## src/rtl/prf_free_list.sv

```systemverilog
// ============================================================================
//  Module   : prf_free_list
//  Purpose  : Physical-register free list. A circular buffer that hands out new
//             pdests on rename, takes back old mappings on retire, and rewinds
//             speculative allocations on flush.
//  Revision : 1.0  initial release
// ============================================================================
`default_nettype none

module prf_free_list #(
    parameter int SCALAR  = 2,
    parameter int PRF_IDX = 6,
    parameter int FL_SZ   = 32
) (
    input  logic                        clk,
    input  logic                        reset,
    input  logic                        flush,
    input  logic [SCALAR-1:0]           alloc_req,
    output logic [SCALAR*PRF_IDX-1:0]   alloc_pidx,
    output logic                        alloc_ok,
    input  logic [SCALAR-1:0]           retire,
    input  logic [SCALAR*PRF_IDX-1:0]   retire_old_pidx,
    output logic [PRF_IDX-1:0]          free_cnt
);

    localparam int c_AW   = $clog2(FL_SZ);
    localparam int c_PW   = c_AW + 1;
    localparam int c_BASE = (1 << PRF_IDX) - FL_SZ;
    localparam logic [c_PW:0] c_CAP = (c_PW+1)'(FL_SZ);

    logic [PRF_IDX-1:0] r_mem [FL_SZ];
    logic [c_PW-1:0]    r_head;
    logic [c_PW-1:0]    r_tail;
    logic [c_PW-1:0]    r_rhead;

    logic [c_PW-1:0]    w_cnt;
    logic [c_PW-1:0]    w_req_cnt;
    logic [c_PW-1:0]    w_grant_off;
    logic [c_PW-1:0]    w_rd_ptr;
    logic               w_alloc_ok;
    logic [c_PW-1:0]    w_push_cnt;
    logic [c_PW-1:0]    w_rhead_nxt;
    logic               w_wr_en  [SCALAR];
    logic [c_PW-1:0]    w_wr_ptr [SCALAR];
    logic               w_overflow;

    // Wrap bit makes tail - head distinguish full (FL_SZ) from empty (0).
    assign w_cnt    = r_tail - r_head;
    assign free_cnt = PRF_IDX'(w_cnt);
    assign alloc_ok = w_alloc_ok;

    always_comb begin
        w_req_cnt = '0;
        for (int w = 0; w < SCALAR; w++) begin
            w_req_cnt = w_req_cnt + c_PW'(alloc_req[w]);
        end
        w_alloc_ok = !reset && !flush && (w_req_cnt <= w_cnt);

        // Requested ways take consecutive entries from head in way order.
        alloc_pidx  = '0;
        w_grant_off = '0;
        w_rd_ptr    = '0;
        for (int w = 0; w < SCALAR; w++) begin
            if (alloc_req[w] && w_alloc_ok) begin
                w_rd_ptr = r_head + w_grant_off;
                alloc_pidx[w*PRF_IDX +: PRF_IDX] = r_mem[w_rd_ptr[c_AW-1:0]];
                w_grant_off = w_grant_off + 1'b1;
            end
        end
    end

    always_comb begin
        w_push_cnt = '0;
        w_overflow = 1'b0;
        for (int w = 0; w < SCALAR; w++) begin
            w_wr_en[w]  = 1'b0;
            w_wr_ptr[w] = r_tail + w_push_cnt;
            // The zero register is never returned to the list.
            if (retire[w] && (retire_old_pidx[w*PRF_IDX +: PRF_IDX] != '0)) begin
                if (({1'b0, w_cnt} + {1'b0, w_push_cnt}) < c_CAP) begin
                    w_wr_en[w] = 1'b1;
                    w_push_cnt = w_push_cnt + 1'b1;
                end else begin
                    w_overflow = 1'b1;
                end
            end
        end
        w_rhead_nxt = r_rhead + w_push_cnt;
    end

    always_ff @(posedge clk) begin
        if (reset) begin
            for (int i = 0; i < FL_SZ; i++) begin
                r_mem[i] <= PRF_IDX'(c_BASE + i);
            end
            r_head  <= '0;
            r_rhead <= '0;
            r_tail  <= c_PW'(FL_SZ);
        end else begin
            for (int w = 0; w < SCALAR; w++) begin
                if (w_wr_en[w]) begin
                    r_mem[w_wr_ptr[w][c_AW-1:0]] <= retire_old_pidx[w*PRF_IDX +: PRF_IDX];
                end
            end
            r_tail  <= r_tail + w_push_cnt;
            r_rhead <= w_rhead_nxt;
            if (flush) begin
                r_head <= w_rhead_nxt;
            end else if (w_alloc_ok) begin
                r_head <= r_head + w_req_cnt;
            end
        end
    end

`ifndef SYNTHESIS
    always_ff @(posedge clk) begin
        if (!reset) begin
            assert (!w_overflow)
                else $error("prf_free_list: retire exceeds list capacity, write dropped");
        end
    end
`endif

endmodule

`default_nettype wire

```

## config.mk

```make
export PLATFORM = sky130hd
export DESIGN_NAME = prf_free_list
export DESIGN_NICKNAME = d
export VERILOG_FILES = /design/src/rtl/prf_free_list.sv
export SDC_FILE = /design/constraint.sdc
export NUM_CORES = 1
export LEC_CHECK = 0
export BUFFER_PORTS_ARGS = -buffer_cell sky130_fd_sc_hd__buf_2
export CAP_MARGIN = 20
export CORE_MARGIN = 2
export CORE_UTILIZATION = 43
export DETAILED_ROUTE_END_ITERATION = 10
export PLACE_DENSITY_LB_ADDON = 0.08
export SYNTH_ARGS = -nofsm -noshare
export SYNTH_HDL_FRONTEND = slang
export SYNTH_SLANG_ARGS = --single-unit
```

## constraint.sdc

```tcl
create_clock -name clk -period 11.53 [get_ports clk]
set_clock_uncertainty 0.05 [all_clocks]
set_input_delay 0.5765 -clock clk [delete_from_list [all_inputs] [get_ports clk]]
set_output_delay 0.5765 -clock clk [all_outputs]
set_load 0.005 [all_outputs]
```

==> flow_summary.yaml, run 1 <==
critical_path:
  critical_path_peak_fanout: 48
  timing.rr.start: "r_tail[3]$_SDFF_PP0_"
  worst-endpoint-arrival_ns: 6.33
  crit_type: "flop to output pin"
  critical_path.max_stage_delay_ns: 0.92
  cp-start-kind: "flop"
  end_kind: "output pin"
  setup.worst_path.end: "alloc_pidx[10]"
  critical-path-top-cell-by-count: "mux4_2"
  cp_data_required_time_ns: 10.90
  timing.critical_path.cells: "ha_1 -> o21a_1 -> o31a_1 -> a31o_2 -> or4_1 -> nand3_1 -> inv_1 -> ha_4 -> mux4_2 -> mux4_2 -> mux2i_1 -> nor2_1 -> buf_2"
  r2r_slack_ns: 5.53
  reg2reg_depth: 16
  slowest_stage: "ha_4"
  startpoint_of_the_most_critical_setup_path: "r_tail[3]$_SDFF_PP0_"
detailed_routing:
  via_count: 11680
  drt_wl_total_mm: 56.3
  first_pass_iters: 5
  wl_per_cell_um: 34.0
  vias_per_std_cell: 7.04
  drt-initial-drc-count: 1462
  antenna_violation_net_count_after_detailed_routing: 0
  post-route-drc-count: 0
timing:
  relSlewSlack: 0.196
  final_max_slew_viol_count: 0
  fmax_mhz: 144
  final_min_period_over_clock_period: 0.603
  tightest_slew_ns: 1.20
  finalSetupTns_ns: 0
  rsz0062_at_grt: "no"
  hold_fails_final_rpt: 0
  post_layout_min_period_ns: 6.96
  report.final.setup_viol: 0
power:
  post-layout-total-power_mw: 2.89
  total_leakage_power_nw: 4.95
  power.ir.vdd_worst_mv: 0.211
  p_per_area_mw_per_mm2: 180
placed_design:
  hpwl_mm: 36.7
  placement.io_buffers: 37
  final_gp_congestion: 0.912
cts:
  post_cts_buffers: 0
  source_to_sink_clock_delay_at_the_later_pin_of_the_worst_skew_pair_ns: 0.54
  cts.sink_count: 215
  cts_tree: "yes"
  clk_pin_slew_ns: 0.06
  clock_path_buffers: 3
  post_cts_hold_buffer_count: 0
  clk_root_buffer_cell: "clkbuf_16"
  cts.htree.levels: 1
  cts-buffers-inserted: 26
  cts-resized-gates: 0
layout:
  mostFrequentLayoutCell: "edfxtp_1"
  fin_nets: 1235
  mostFrequentLayoutCells: "192 x edfxtp_1, 114 x mux4_2, 96 x nor2_1, 92 x nand2_1, 64 x a31oi_1"
  fillerInstances: 3037
  insertedDiodeCount: 0
  drive_above_1_share: 0.259
  ff_latch_area_mm2: 0.00623
  synthToLayoutAreaGrowth_pct: 9.37
  multi_input_comb_area_mm2: 0.00790
run_status:
  status: "completed"
synthesis:
  syn-cell-area_mm2: 0.0146
  synthDistinctLibCells: 64
  synth_enable_flop_cells: 192
  seq_area_frac_synth: 0.426
  ys_dominant_reg_cell: "edfxtp_1"
  synthesis.yosys.warnings: 0
  postSynthRegisterBits: 215
  avgSynthCellArea_um2: 11.9
  synth.net_count: 1272
  postSynth.asyncResetShare: 0
  post_synthesis_instance_total: 1232
global_routing:
  grt_overflow_total: 0
  number_of_antenna_violations_at_the_first_check_in_global_routing: 2
  track_usage: 0.317
  number_of_global_route_vias_before_repair: 11212
  pin_count_of_the_biggest_net_entering_global_routing: 75
  global_route_wire_length_before_repair_mm: 80.9
floorplanning:
  initial_utilization: 0.436
  core_region_area_mm2: 0.0335
  dieHeight_um: 188
  fp.dieArea_mm2: 0.0355
  num_rows: 67
  chip_width_um: 188
  num_io_pins: 38
run:
  drv_cap: 0
min_path:
  worst_hold_class: "input pin to flop"
## synthesized netlist by cell type, types with 4 or more instances
master	n	share of area
clkbuf_1	98	0.025
xnor2_1	4	0.0024
mux2_4	12	0.012
o31ai_1	4	0.0021
o211ai_1	18	0.0092
mux2i_1	39	0.027
nor4_1	41	0.018
xor2_1	9	0.0054
mux2_2	46	0.035
o21ai_0	8	0.0027
nand2_1	92	0.024
or3_1	14	0.0060
edfxtp_1	192	0.39
a211oi_1	14	0.0072
nor2b_1	16	0.0068
ha_1	19	0.016
buf_1	16	0.0041
nand2b_1	4	0.0017
a21oi_1	22	0.0075
dfxtp_1	23	0.031
nand3_2	16	0.011
mux4_2	114	0.18
nor3_1	49	0.017
mux2_1	44	0.034
or4_1	5	0.0026
a211o_1	9	0.0054
nand4_1	6	0.0026
and3_1	20	0.0086
o2111ai_1	4	0.0024
a31oi_1	64	0.027
buf_2	10	0.0034
nand3_1	32	0.011
and2_1	4	0.0017
nor2_1	96	0.025
buf_6	7	0.0054
inv_1	19	0.0049
## power by group
| part | switching (mW) | internal [mW] |
|---|---|---|
| sequential | 0.0782 | 0.890 |
| clock | 0.345 | 0.475 |
| combinational | 0.651 | 0.448 |
| total | 1.07 | 1.81 |
## worst min path at each step
stage / depth (start not counted) / endpoint / from
CTS: 2 / r_head[2]$_SDFFE_PP0N_ / flush
finish: 2 / r_head[2]$_SDFFE_PP0N_ / flush
global route: 2 / r_head[2]$_SDFFE_PP0N_ / flush
global placement: 2 / r_rhead[5]$_SDFF_PP0_ / r_rhead[5]$_SDFF_PP0_
detailed placement: 2 / r_rhead[5]$_SDFF_PP0_ / r_rhead[5]$_SDFF_PP0_
floorplan: 2 / r_rhead[5]$_SDFF_PP0_ / r_rhead[5]$_SDFF_PP0_
## flip-flops by register name (all words and copies together) (netlist names), named ones only
register  cells
r_head        6
r_mem       192
r_rhead       6
r_tail        6
## layer usage
metal / GRT usage / vias up / routed length, um
li1: - / 4796 / -
met1: 0.445 / 5842 / 22300
met2: 0.468 / 890 / 24600
met3: 0.0825 / 152 / 6770
met4: 0.129 / 0 / 2710
met5: 0 / - / 0
## cells by family after synthesis
logic type      share of synthesized area
simple gates                        0.141
mux                                 0.284
flops                               0.426
compound gates                     0.0789
buf+inv                            0.0435
fa+ha+maj                          0.0197
xor+xnor                          0.00778
## metrics by stage
step / instance area [um2] / hold WS, ns / std cells / utilization / setup slack (ns)
finish: 16000 / 0.403 / 1659 / 0.477 / 4.57
floorplan: 14600 / 0.422 / 1232 / - / 6.08
CTS: 16000 / 0.385 / 1659 / 0.477 / 4.60
detailed placement: 15200 / 0.454 / 1615 / 0.453 / 5.17
global route: 16000 / 0.412 / 1659 / 0.477 / 4.18
global placement: 15200 / 0.442 / 1614 / 0.452 / 5.13
## worst max-delay path: cells and delay by family (launching register included)
| kind | cells | cell delay (ns) |
|---|---|---|
| AOI/OAI and AO/OA | 3 | 0.64 |
| adders and majority gates | 2 | 1.33 |
| buffers and inverters | 2 | 0.29 |
| DFF | 1 | 0.88 |
| muxes | 3 | 1.36 |
| and+or+nand+nor | 3 | 1.19 |
## layout make-up
type / count / share of cell area
clock inverters: 14 / 0.00915
well taps: 448 / 0.0350
inverters: 21 / 0.00501
clock buffers: 30 / 0.0416
multi-input cells: 865 / 0.494
repair buffers: 66 / 0.0260
flip-flops and latches: 215 / 0.389
(Power assumes the default switching activity.)
==> run 2, diff against run 1 <==
clock period = 6.23 ns   (was 11.53 ns; I/O delays follow)
==> flow_summary.yaml, run 2 (synthesized netlist as in run 1, its figures left out) <==
power:
  post-layout-total-power_mw: 5.37
  total_leakage_power_nw: 5.03
  power.ir.vdd_worst_mv: 0.393
  p_per_area_mw_per_mm2: 332
cts:
  source_to_sink_clock_delay_at_the_later_pin_of_the_worst_skew_pair_ns: 0.56
  cts_tree: "yes"
  cts-buffers-inserted: 27
  clk_root_buffer_cell: "clkbuf_16"
  post_cts_hold_buffer_count: 0
  clk_pin_slew_ns: 0.05
  cts.sink_count: 215
  cts.htree.levels: 1
  clock_path_buffers: 3
timing:
  post_layout_min_period_ns: 5.89
  final_max_slew_viol_count: 0
  hold_worst_slack_ns: 0.114
  relSlewSlack: 0.206
  rsz0062_at_grt: "no"
  finalSetupTns_ns: 0
  report.final.setup_viol: 0
  hold_fails_final_rpt: 0
  final_min_period_over_clock_period: 0.945
  tightest_slew_ns: 1.18
  fmax_mhz: 170
floorplanning:
  core_region_area_mm2: 0.0335
  chip_width_um: 188
  num_io_pins: 38
  initial_utilization: 0.436
  num_rows: 67
  fp.dieArea_mm2: 0.0355
  dieHeight_um: 188
detailed_routing:
  post-route-drc-count: 0
  first_pass_iters: 5
  drt-initial-drc-count: 1507
  via_count: 11633
  wl_per_cell_um: 33.1
  antenna_violation_net_count_after_detailed_routing: 0
  vias_per_std_cell: 6.95
  drt_wl_total_mm: 55.4
global_routing:
  number_of_antenna_violations_at_the_first_check_in_global_routing: 3
  global_route_wire_length_before_repair_mm: 79.5
  pin_count_of_the_biggest_net_entering_global_routing: 74
  grt_overflow_total: 0
  track_usage: 0.311
  number_of_global_route_vias_before_repair: 11020
layout:
  mostFrequentLayoutCell: "edfxtp_1"
  fin_nets: 1248
  synthToLayoutAreaGrowth_pct: 10.4
  layout.cell_area.non_filler_mm2: 0.0161
  largest_reg_flops: 192
  mostFrequentLayoutCells: "192 x edfxtp_1, 114 x mux4_2, 96 x nor2_1, 92 x nand2_1, 64 x a31oi_1"
  drive_above_1_share: 0.267
  multi_input_comb_area_mm2: 0.00788
  insertedDiodeCount: 0
  fillerInstances: 3052
  ff_latch_area_mm2: 0.00623
  largest-register: "r_mem"
critical_path:
  worst-endpoint-arrival_ns: 5.53
  slowest_stage: "or4_1"
  timing.rr.start: "r_head[2]$_SDFFE_PP0N_"
  timing.critical_path.cells: "inv_1 -> ha_1 -> o21a_1 -> o31a_1 -> a31o_2 -> or4_1 -> nand3_1 -> inv_1 -> ha_4 -> buf_4 -> mux4_2 -> mux4_2 -> mux2i_1 -> nor2_1 -> buf_2"
  crit_type: "flop to output pin"
  r2r_slack_ns: 0.99
  reg2reg_depth: 13
  critical_path.max_stage_delay_ns: 0.70
  end_kind: "output pin"
  cp-start-kind: "flop"
  cp_data_required_time_ns: 5.87
  crit-reg2reg-capture: "r_mem[13][2]$_DFFE_PP_"
  critical_path_peak_fanout: 16
min_path:
  worst_hold_class: "input pin to flop"
  worstHoldPathCells: 2
  worst_hold_path.endpoint: "r_rhead[0]$_SDFF_PP0_"
  worstHoldStart: "reset"
placed_design:
  final_gp_congestion: 0.921
  hpwl_mm: 37.3
  placement.io_buffers: 37
  postPlaceCellArea_mm2: 0.0153
run_status:
  status: "completed"
run:
  drv_cap: 0
[run 2: cell types whose count changed in the layout (fill, tap and decap cells not counted), moves of 2 or more]
| cell | delta |
|---|---|
| buf_4 | +8 |
| clkinv_1 | +2 |
| buf_12 | +2 |
| clkbuf_16 | +2 |
[run 2: final cells by class]
class	count	share of cell area
Clock buffer	31	0.0428
Tap cell	448	0.0347
Clock inverter	17	0.00821
Sequential cell	215	0.386
Timing Repair Buffer	78	0.0352
Multi-Input combinational cell	865	0.488
Inverter	21	0.00496
[run 2: how the worst max path moves through the flow]
stage | startpoint | depth (start not counted) | slack, ns | to
detailed placement | r_head[2]$_SDFFE_PP0N_ | 15 | 0.79 | alloc_pidx[7]
global placement | r_head[2]$_SDFFE_PP0N_ | 15 | 0.84 | alloc_pidx[7]
floorplan | r_tail[0]$_SDFF_PP0_ | 19 | 1.05 | alloc_pidx[11]
finish | r_head[2]$_SDFFE_PP0N_ | 15 | 0.34 | alloc_pidx[7]
global route | r_head[2]$_SDFFE_PP0N_ | 15 | 0.13 | alloc_pidx[10]
CTS | r_tail[1]$_SDFF_PP0_ | 14 | 0.19 | alloc_pidx[7]
[run 2: timing repair]
item,CTS,global route
resized for setup,0,1
endpoints found under the setup margin,0,5
buffers inserted,0,1
[run 2: power by group]
| group | internal (mW) | total (mW) | switching (mW) |
|---|---|---|---|
| logic | 0.865 | 2.05 | 1.19 |
| clock network | 0.869 | 1.52 | 0.646 |
| registers | 1.65 | 1.80 | 0.152 |
[run 2: through the flow]
step	instances	utilization	setup slack (ns)
after global placement	1624	0.455	0.840
after CTS	1673	0.480	0.186
after floorplan	1232	-	1.05
after global routing	1675	0.481	0.125
final	1675	0.481	0.342
after detailed placement	1625	0.455	0.792
[run 2: metal layers]
layer	global-route usage	part of all wire	vias up
met5	0.0165	0.0015	-
met1	0.442	0.40	5923
met2	0.469	0.45	747
li1	-	-	4821
met4	0.110	0.040	4
met3	0.0665	0.11	138
[run 2: critical path: cells and delay by family, from the launching register on]
kind                     cells  cell delay (ns)
AND/OR/NAND/NOR              3             0.95
AO/OA/AOI/OAI                3             0.73
multiplexers                 3             1.25
adder cells (fa/ha/maj)      2             0.82
buffers and inverters        4             0.60
flip-flops                   1             0.58
